==> config.mk <==
export PLATFORM = sky130hd
export DESIGN_NAME = fetch_stage
export DESIGN_NICKNAME = d
export VERILOG_FILES = /design/src/rtl/fetch_pkg.sv /design/src/rtl/fetch_queue.sv /design/src/rtl/fetch_stage.sv
export SDC_FILE = /design/constraint.sdc
export NUM_CORES = 2
export LEC_CHECK = 0
export CORE_MARGIN = 2
export CORE_UTILIZATION = 55
export DETAILED_ROUTE_END_ITERATION = 8
export PLACE_DENSITY = 0.77
export SKIP_LAST_GASP = 1
export SYNTH_ARGS = -nofsm -noshare
export SYNTH_HDL_FRONTEND = slang
export SYNTH_SLANG_ARGS = --single-unit
export TNS_END_PERCENT = 30
==> constraint.sdc <==
create_clock -name clock -period 18.6 [get_ports clock]
set_input_delay 1.86 -clock clock [delete_from_list [all_inputs] [get_ports clock]]
set_output_delay 1.86 -clock clock [all_outputs]
set_load 0.01 [all_outputs]
==> src/rtl/fetch_pkg.sv <==
// Shared fetch-stage types: instruction/address words and the queue entry layout.
package fetch_pkg;

  typedef logic [31:0] inst_t;
  typedef logic [31:0] addr_t;

  localparam int unsigned INST_BYTES = 4;

  typedef struct packed {
    inst_t inst;
    addr_t pc;
  } fetch_entry_t;

endpackage

==> src/rtl/fetch_queue.sv <==
// Circular instruction buffer: up to WIDTH writes and WIDTH reads per cycle, flush clears pointers.
module fetch_queue
  import fetch_pkg::*;
#(
  parameter  int unsigned WIDTH = 3,
  parameter  int unsigned DEPTH = 8,
  localparam int unsigned NW    = $clog2(WIDTH + 1),
  localparam int unsigned CW    = $clog2(DEPTH + 1),
  localparam int unsigned PW    = $clog2(DEPTH)
) (
  input  logic                     clk_i,
  input  logic                     rst_ni,
  input  logic                     flush_i,
  input  logic [NW-1:0]            wr_cnt_i,
  input  fetch_entry_t [WIDTH-1:0] wr_data_i,
  input  logic [NW-1:0]            rd_cnt_i,
  output fetch_entry_t [WIDTH-1:0] rd_data_o,
  output logic [CW-1:0]            count_o
);

  fetch_entry_t  mem_q [DEPTH];
  logic [PW-1:0] head_q, head_d;
  logic [PW-1:0] tail_q, tail_d;
  logic [CW-1:0] count_q, count_d;

  // DEPTH is a power of two, so pointer wrap is plain truncation.
  always_comb begin
    head_d  = head_q + PW'(rd_cnt_i);
    tail_d  = tail_q + PW'(wr_cnt_i);
    count_d = count_q + CW'(wr_cnt_i) - CW'(rd_cnt_i);
    if (flush_i) begin
      head_d  = '0;
      tail_d  = '0;
      count_d = '0;
    end
  end

  always_ff @(posedge clk_i) begin
    if (!rst_ni) begin
      head_q  <= '0;
      tail_q  <= '0;
      count_q <= '0;
    end else begin
      head_q  <= head_d;
      tail_q  <= tail_d;
      count_q <= count_d;
    end
  end

  always_ff @(posedge clk_i) begin
    if (rst_ni && !flush_i) begin
      for (int unsigned i = 0; i < WIDTH; i++) begin
        if (i < 32'(wr_cnt_i)) begin
          mem_q[PW'(tail_q + PW'(i))] <= wr_data_i[i];
        end
      end
    end
  end

  always_comb begin
    for (int unsigned i = 0; i < WIDTH; i++) begin
      rd_data_o[i] = mem_q[PW'(head_q + PW'(i))];
    end
  end

  assign count_o = count_q;

endmodule

==> src/rtl/fetch_stage.sv <==
// Fetch stage: PC generator and I-cache request driver feeding an in-order instruction queue.
// Define FETCH_PERF_EN to add saturating miss/full/flush performance counters.
module fetch_stage
  import fetch_pkg::*;
#(
  parameter int unsigned WIDTH    = 3,
  parameter int unsigned DEPTH    = 8,
  parameter logic [31:0] RESET_PC = 32'h0000_0000
) (
  input  logic                       clock,
  input  logic                       reset,
  output logic                       ic_enable,
  output logic [31:0]                ic_pc,
  input  logic [WIDTH-1:0][31:0]     ic_data,
  input  logic [WIDTH-1:0]           ic_valid,
  input  logic                       redir_valid,
  input  logic [31:0]                redir_pc,
  output logic [WIDTH-1:0][31:0]     out_inst,
  output logic [WIDTH-1:0][31:0]     out_pc,
  output logic [WIDTH-1:0]           out_valid,
  input  logic [$clog2(WIDTH+1)-1:0] deq_cnt
`ifdef FETCH_PERF_EN
  ,
  output logic [31:0]                perf_miss_cyc,
  output logic [31:0]                perf_full_cyc,
  output logic [31:0]                perf_flush
`endif
);

  localparam int unsigned NW = $clog2(WIDTH + 1);
  localparam int unsigned CW = $clog2(DEPTH + 1);

  addr_t                    pc_q, pc_d;
  logic [CW-1:0]            count;
  logic [CW-1:0]            free;
  logic [NW-1:0]            lead;
  logic                     hole;
  logic [NW-1:0]            acc_n;
  logic [NW-1:0]            deq_n;
  fetch_entry_t [WIDTH-1:0] wr_data;
  fetch_entry_t [WIDTH-1:0] rd_data;

  assign ic_enable = reset && !redir_valid && (count < CW'(DEPTH));
  assign ic_pc     = pc_q;
  assign free      = CW'(DEPTH) - count;

  // Only the contiguous run of hits from lane 0 is usable; anything past a gap is dropped.
  always_comb begin
    lead = '0;
    hole = 1'b0;
    for (int unsigned i = 0; i < WIDTH; i++) begin
      if (!hole && ic_valid[i]) begin
        lead = NW'(i + 1);
      end else begin
        hole = 1'b1;
      end
    end
  end

  always_comb begin
    acc_n = '0;
    if (ic_enable) begin
      acc_n = (CW'(lead) > free) ? NW'(free) : lead;
    end
  end

  always_comb begin
    deq_n = deq_cnt;
    if (32'(deq_n) > WIDTH) begin
      deq_n = NW'(WIDTH);
    end
    if (CW'(deq_n) > count) begin
      deq_n = NW'(count);
    end
    if (!reset || redir_valid) begin
      deq_n = '0;
    end
  end

  always_comb begin
    pc_d = pc_q + addr_t'(acc_n) * addr_t'(INST_BYTES);
    if (redir_valid) begin
      pc_d = redir_pc & ~addr_t'(INST_BYTES - 1);
    end
  end

  always_ff @(posedge clock) begin
    if (!reset) begin
      pc_q <= RESET_PC;
    end else begin
      pc_q <= pc_d;
    end
  end

  always_comb begin
    for (int unsigned i = 0; i < WIDTH; i++) begin
      wr_data[i].inst = ic_data[i];
      wr_data[i].pc   = pc_q + addr_t'(i * INST_BYTES);
    end
  end

  fetch_queue #(
    .WIDTH (WIDTH),
    .DEPTH (DEPTH)
  ) u_queue (
    .clk_i     (clock),
    .rst_ni    (reset),
    .flush_i   (redir_valid),
    .wr_cnt_i  (acc_n),
    .wr_data_i (wr_data),
    .rd_cnt_i  (deq_n),
    .rd_data_o (rd_data),
    .count_o   (count)
  );

  always_comb begin
    for (int unsigned i = 0; i < WIDTH; i++) begin
      out_valid[i] = reset && !redir_valid && (count > CW'(i));
      out_inst[i]  = out_valid[i] ? rd_data[i].inst : '0;
      out_pc[i]    = out_valid[i] ? rd_data[i].pc   : '0;
    end
  end

`ifdef FETCH_PERF_EN
  logic [31:0] miss_q, full_q, flush_q;

  always_ff @(posedge clock) begin
    if (!reset) begin
      miss_q  <= '0;
      full_q  <= '0;
      flush_q <= '0;
    end else begin
      if (ic_enable && !ic_valid[0] && (miss_q != '1)) begin
        miss_q <= miss_q + 32'd1;
      end
      if ((count == CW'(DEPTH)) && (full_q != '1)) begin
        full_q <= full_q + 32'd1;
      end
      if (redir_valid && (flush_q != '1)) begin
        flush_q <= flush_q + 32'd1;
      end
    end
  end

  assign perf_miss_cyc = miss_q;
  assign perf_full_cyc = full_q;
  assign perf_flush    = flush_q;
`endif

endmodule

==> impl_metrics.json <==
{
  "arrival_ns": 5.29,
  "yosys_warnings": 0,
  "dr.first_iter.drc_count": 5787,
  "cp_common_cell": "buf_4",
  "period_share_pct": 38.5,
  "wl_per_cell_um": 30.3,
  "drv_slew": 0,
  "pin_count": 364,
  "antenna_found_initial": 2,
  "synth_largest_area_cell": "edfxtp_1",
  "rows": 96,
  "violations": "DRC",
  "yosysSeqAreaShare_pct": 40.9,
  "worst_setup_path_start_kind": "input pin",
  "port_buffers": 353,
  "p_clk_share_pct": 36.5,
  "grt_max_degree": 151,
  "num_vias": 33200,
  "synth.distinct_cells": 65,
  "totalWireLength_mm": 140,
  "p_comb_share_pct": 17.0,
  "final_area_um2": 44100,
  "yosysMostFrequentCell": "nand2_1",
  "cts_htree_levels": 2,
  "power_leakage_nw": 14.8,
  "status": "finished, violations left",
  "crit_path_max_incr_delay_ns": 0.72,
  "hpwl_mm": 82.2,
  "ys_ff_latch": 536,
  "clock-root-buffer": "clkbuf_16",
  "met1_usage_pct": 48.5,
  "postSynthCellCount": 3557,
  "die_w_um": 268,
  "grt_use_total_pct": 38.4,
  "hold_path_class": "register to register",
  "postCtsHoldBufs": 0,
  "path_cells": "clkdlybuf4s50_1 > buf_4 > nor2b_1 > buf_4 > nand2_4 > inv_1 > nand2_4 > buf_4 > a21oi_1 > clkdlybuf4s50_1",
  "regArea_um2": 15700,
  "hold_violations": 0,
  "gr-usage-met3_pct": 11.5,
  "core-area_um2": 68800,
  "cpMaxStageDelayCell": "a21oi_1",
  "layout-drive-gt1-share_pct": 16.2,
  "path_clk_slew_ns": 0.06,
  "multiInputGateArea_um2": 21200,
  "grt_first_pass_wirelength_mm": 202,
  "grt_busiest_layer": "met2",
  "crit_required_ns": 16.74,
  "reg2reg_depth": 18,
  "place_area_um2": 42400,
  "power_density_nw_per_um2": 67.9,
  "reg2reg_to": "ic_pc[29]",
  "yosys-top-cells-area": "edfxtp_1, mux4_2, nand2_1",
  "grt-ovfl-total": 0,
  "postCtsSetupBuffers": 0,
  "cts_resized": 0,
  "peakVddDrop_v": 0.0000737,
  "globalplace.congestion": 0.985,
  "setup_viol": 0,
  "cts_buffer_depth": 3,
  "ant_nets": 0,
  "cts_tree": "done",
  "synth_common_cells": "nand2_1, edfxtp_1, mux4_2",
  "pwr-share-seq_pct": 46.5,
  "crit_type": "input pin to primary output",
  "netSwitchingPower_mw": 0.803,
  "numCtsBuffers": 54,
  "syn2layout_area_growth_pct": 14.8,
  "clock_skew_ns": 0.0275,
  "rr_startpoint": "u_queue.count_o[0]",
  "grt_pass1_vias": 31900,
  "max_freq_ghz": 0.140,
  "end_kind": "primary output",
  "p_int_mw": 2.19,
  "tns_ns": 0,
  "clk_latency_ns": 0.64,
  "switching_share_pct": 26.8,
  "critPathCapture": "out_pc[46]",
  "drtPass1Iterations": 9,
  "ff2ff_setup_slack_ns": 12.91,
  "cts_sinks": 536,
  "ys_async_sr_fraction_pct": 0,
  "drcViolationCount": 6,
  "die_height_um": 268,
  "dieArea_um2": 72000,
  "max_slew.worst_pin.slew_ns": 1.29,
  "grtUsageMet2_pct": 58.1,
  "fin_cells": 4623,
  "rsz0062_at_grt": "no",
  "holdCritStartpoint": "u_queue.tail_q[2]",
  "period_minus_slack_ns": 7.15,
  "start_util_pct": 55.8,
  "synth_edf_count": 496,
  "syn_area_um2": 38400,
  "synthFlopType": "edfxtp_1",
  "path_max_fanout": 53,
  "vias_per_cell": 7.18,
  "fin_nets": 3808,
  "crit_start": "reset",
  "syn_avg_cell_area_um2": 10.8,
  "fill_cells": 5122,
  "placed_cells": 4521,
  "cap_viol_max_count": 0,
  "maxSlewHeadroom_pct": 14.0,
  "synth_top_area_share_pct": 38.8
}
worst max-delay path, delay by kind of cell:
| family | cells | cell delay (ns) |
|---|---|---|
| AO/OA/AOI/OAI | 1 | 0.72 |
| buffers and inverters | 6 | 2.30 |
| AND/OR/NAND/NOR | 3 | 0.38 |
cell usage in the layout (no fill, tap or decap), drive strengths merged, types with 5 or more instances in the layout:
cell           synthesis  routed
a211oi                 8       8
a21o                  32      32
a21oi                126     126
a221o                  6       6
a221oi                22      22
a22oi                258     258
a31oi                 10      10
and2                  36      36
and3                   8       8
buf                  109      88
clkbuf               305      73
clkdlybuf4s50          0     352
clkinv                 0      21
conb                   1       8
dfxtp                 40      40
edfxtp               496     496
fa                     5       5
ha                    21      21
inv                   24      25
mux2                   8       8
mux2i                 98      98
mux4                 372     372
nand2                876     876
nand2b                11      11
nand3                 21      21
nand4                 10      10
nor2                 237     237
nor2b                  8       8
nor3                  28      28
nor4                   9       9
o211ai                15      15
o21a                   9       9
o21ai                 65      65
o221ai                28      28
o22ai                 34      34
xnor2                 98      98
xor2                  86      86
layout make-up:
class,count,area share [%]
Multi-Input combinational cell,2590,48.1
Sequential cell,536,35.6
Timing Repair Buffer,440,9.51
Clock buffer,73,3.41
Tap cell,931,2.64
Clock inverter,26,0.496
Inverter,24,0.204
Antenna cell,3,0.0170
power by group through the flow:
stage / registers (mW) / logic, mW / clock network (mW)
after floorplan: 1.40 / 0.316 / 0
after CTS: 1.39 / 0.499 / 1.09
final: 1.39 / 0.510 / 1.09
after global placement: 1.41 / 0.489 / 0
after global routing: 1.40 / 0.540 / 1.13
after detailed placement: 1.42 / 0.496 / 0
logic make-up after synthesis:
| logic type | share of synthesized area [%] |
|---|---|
| DFF | 40.9 |
| adders and majority gates | 0.945 |
| AOI/OAI and AO/OA | 11.4 |
| buffers and inverters | 4.71 |
| muxes | 24.6 |
| xor gates and xnor gates | 4.19 |
| other | 0.00976 |
| and+or+nand+nor | 13.3 |
worst min path at each step:
stage,end,slack (ns),depth (start not counted)
after CTS,u_queue.tail_q[2],0.70,2
after detailed placement,u_queue.tail_q[2],0.69,2
after global routing,u_queue.tail_q[2],0.77,2
final,u_queue.tail_q[2],0.72,2
after global placement,u_queue.tail_q[2],0.67,2
after floorplan,u_queue.head_q[0],0.58,2
registers in the layout, summed over array words and instances, names as in the netlist:
register,flops
ic_pc,30
u_queue.mem_q,496
u_queue.count_o,4
u_queue.tail_q,3
u_queue.head_q,3
through the flow:
stage | utilization, % | hold slack (ns) | power (mW) | worst slack [ns]
3_5_place_dp | 61.6 | 0.687 | 1.91 | 11.60
6_report | 64.1 | 0.721 | 3.00 | 11.45
3_3_place_gp | 61.6 | 0.669 | 1.90 | 11.60
4_1_cts | 64.1 | 0.699 | 2.98 | 11.50
5_1_grt | 64.1 | 0.770 | 3.06 | 11.23
2_1_floorplan | - | 0.578 | 1.71 | 10.14
per-layer routing:
metal  part of all wire, %  vias up  wire (um)
li1                      -    13500          -
met1                    32    15700      44800
met2                    45     3222      62500
met3                    16      804      22500
met4                   7.3        2      10300
met5                0.0093        -         13
(Power assumes the default switching activity.)
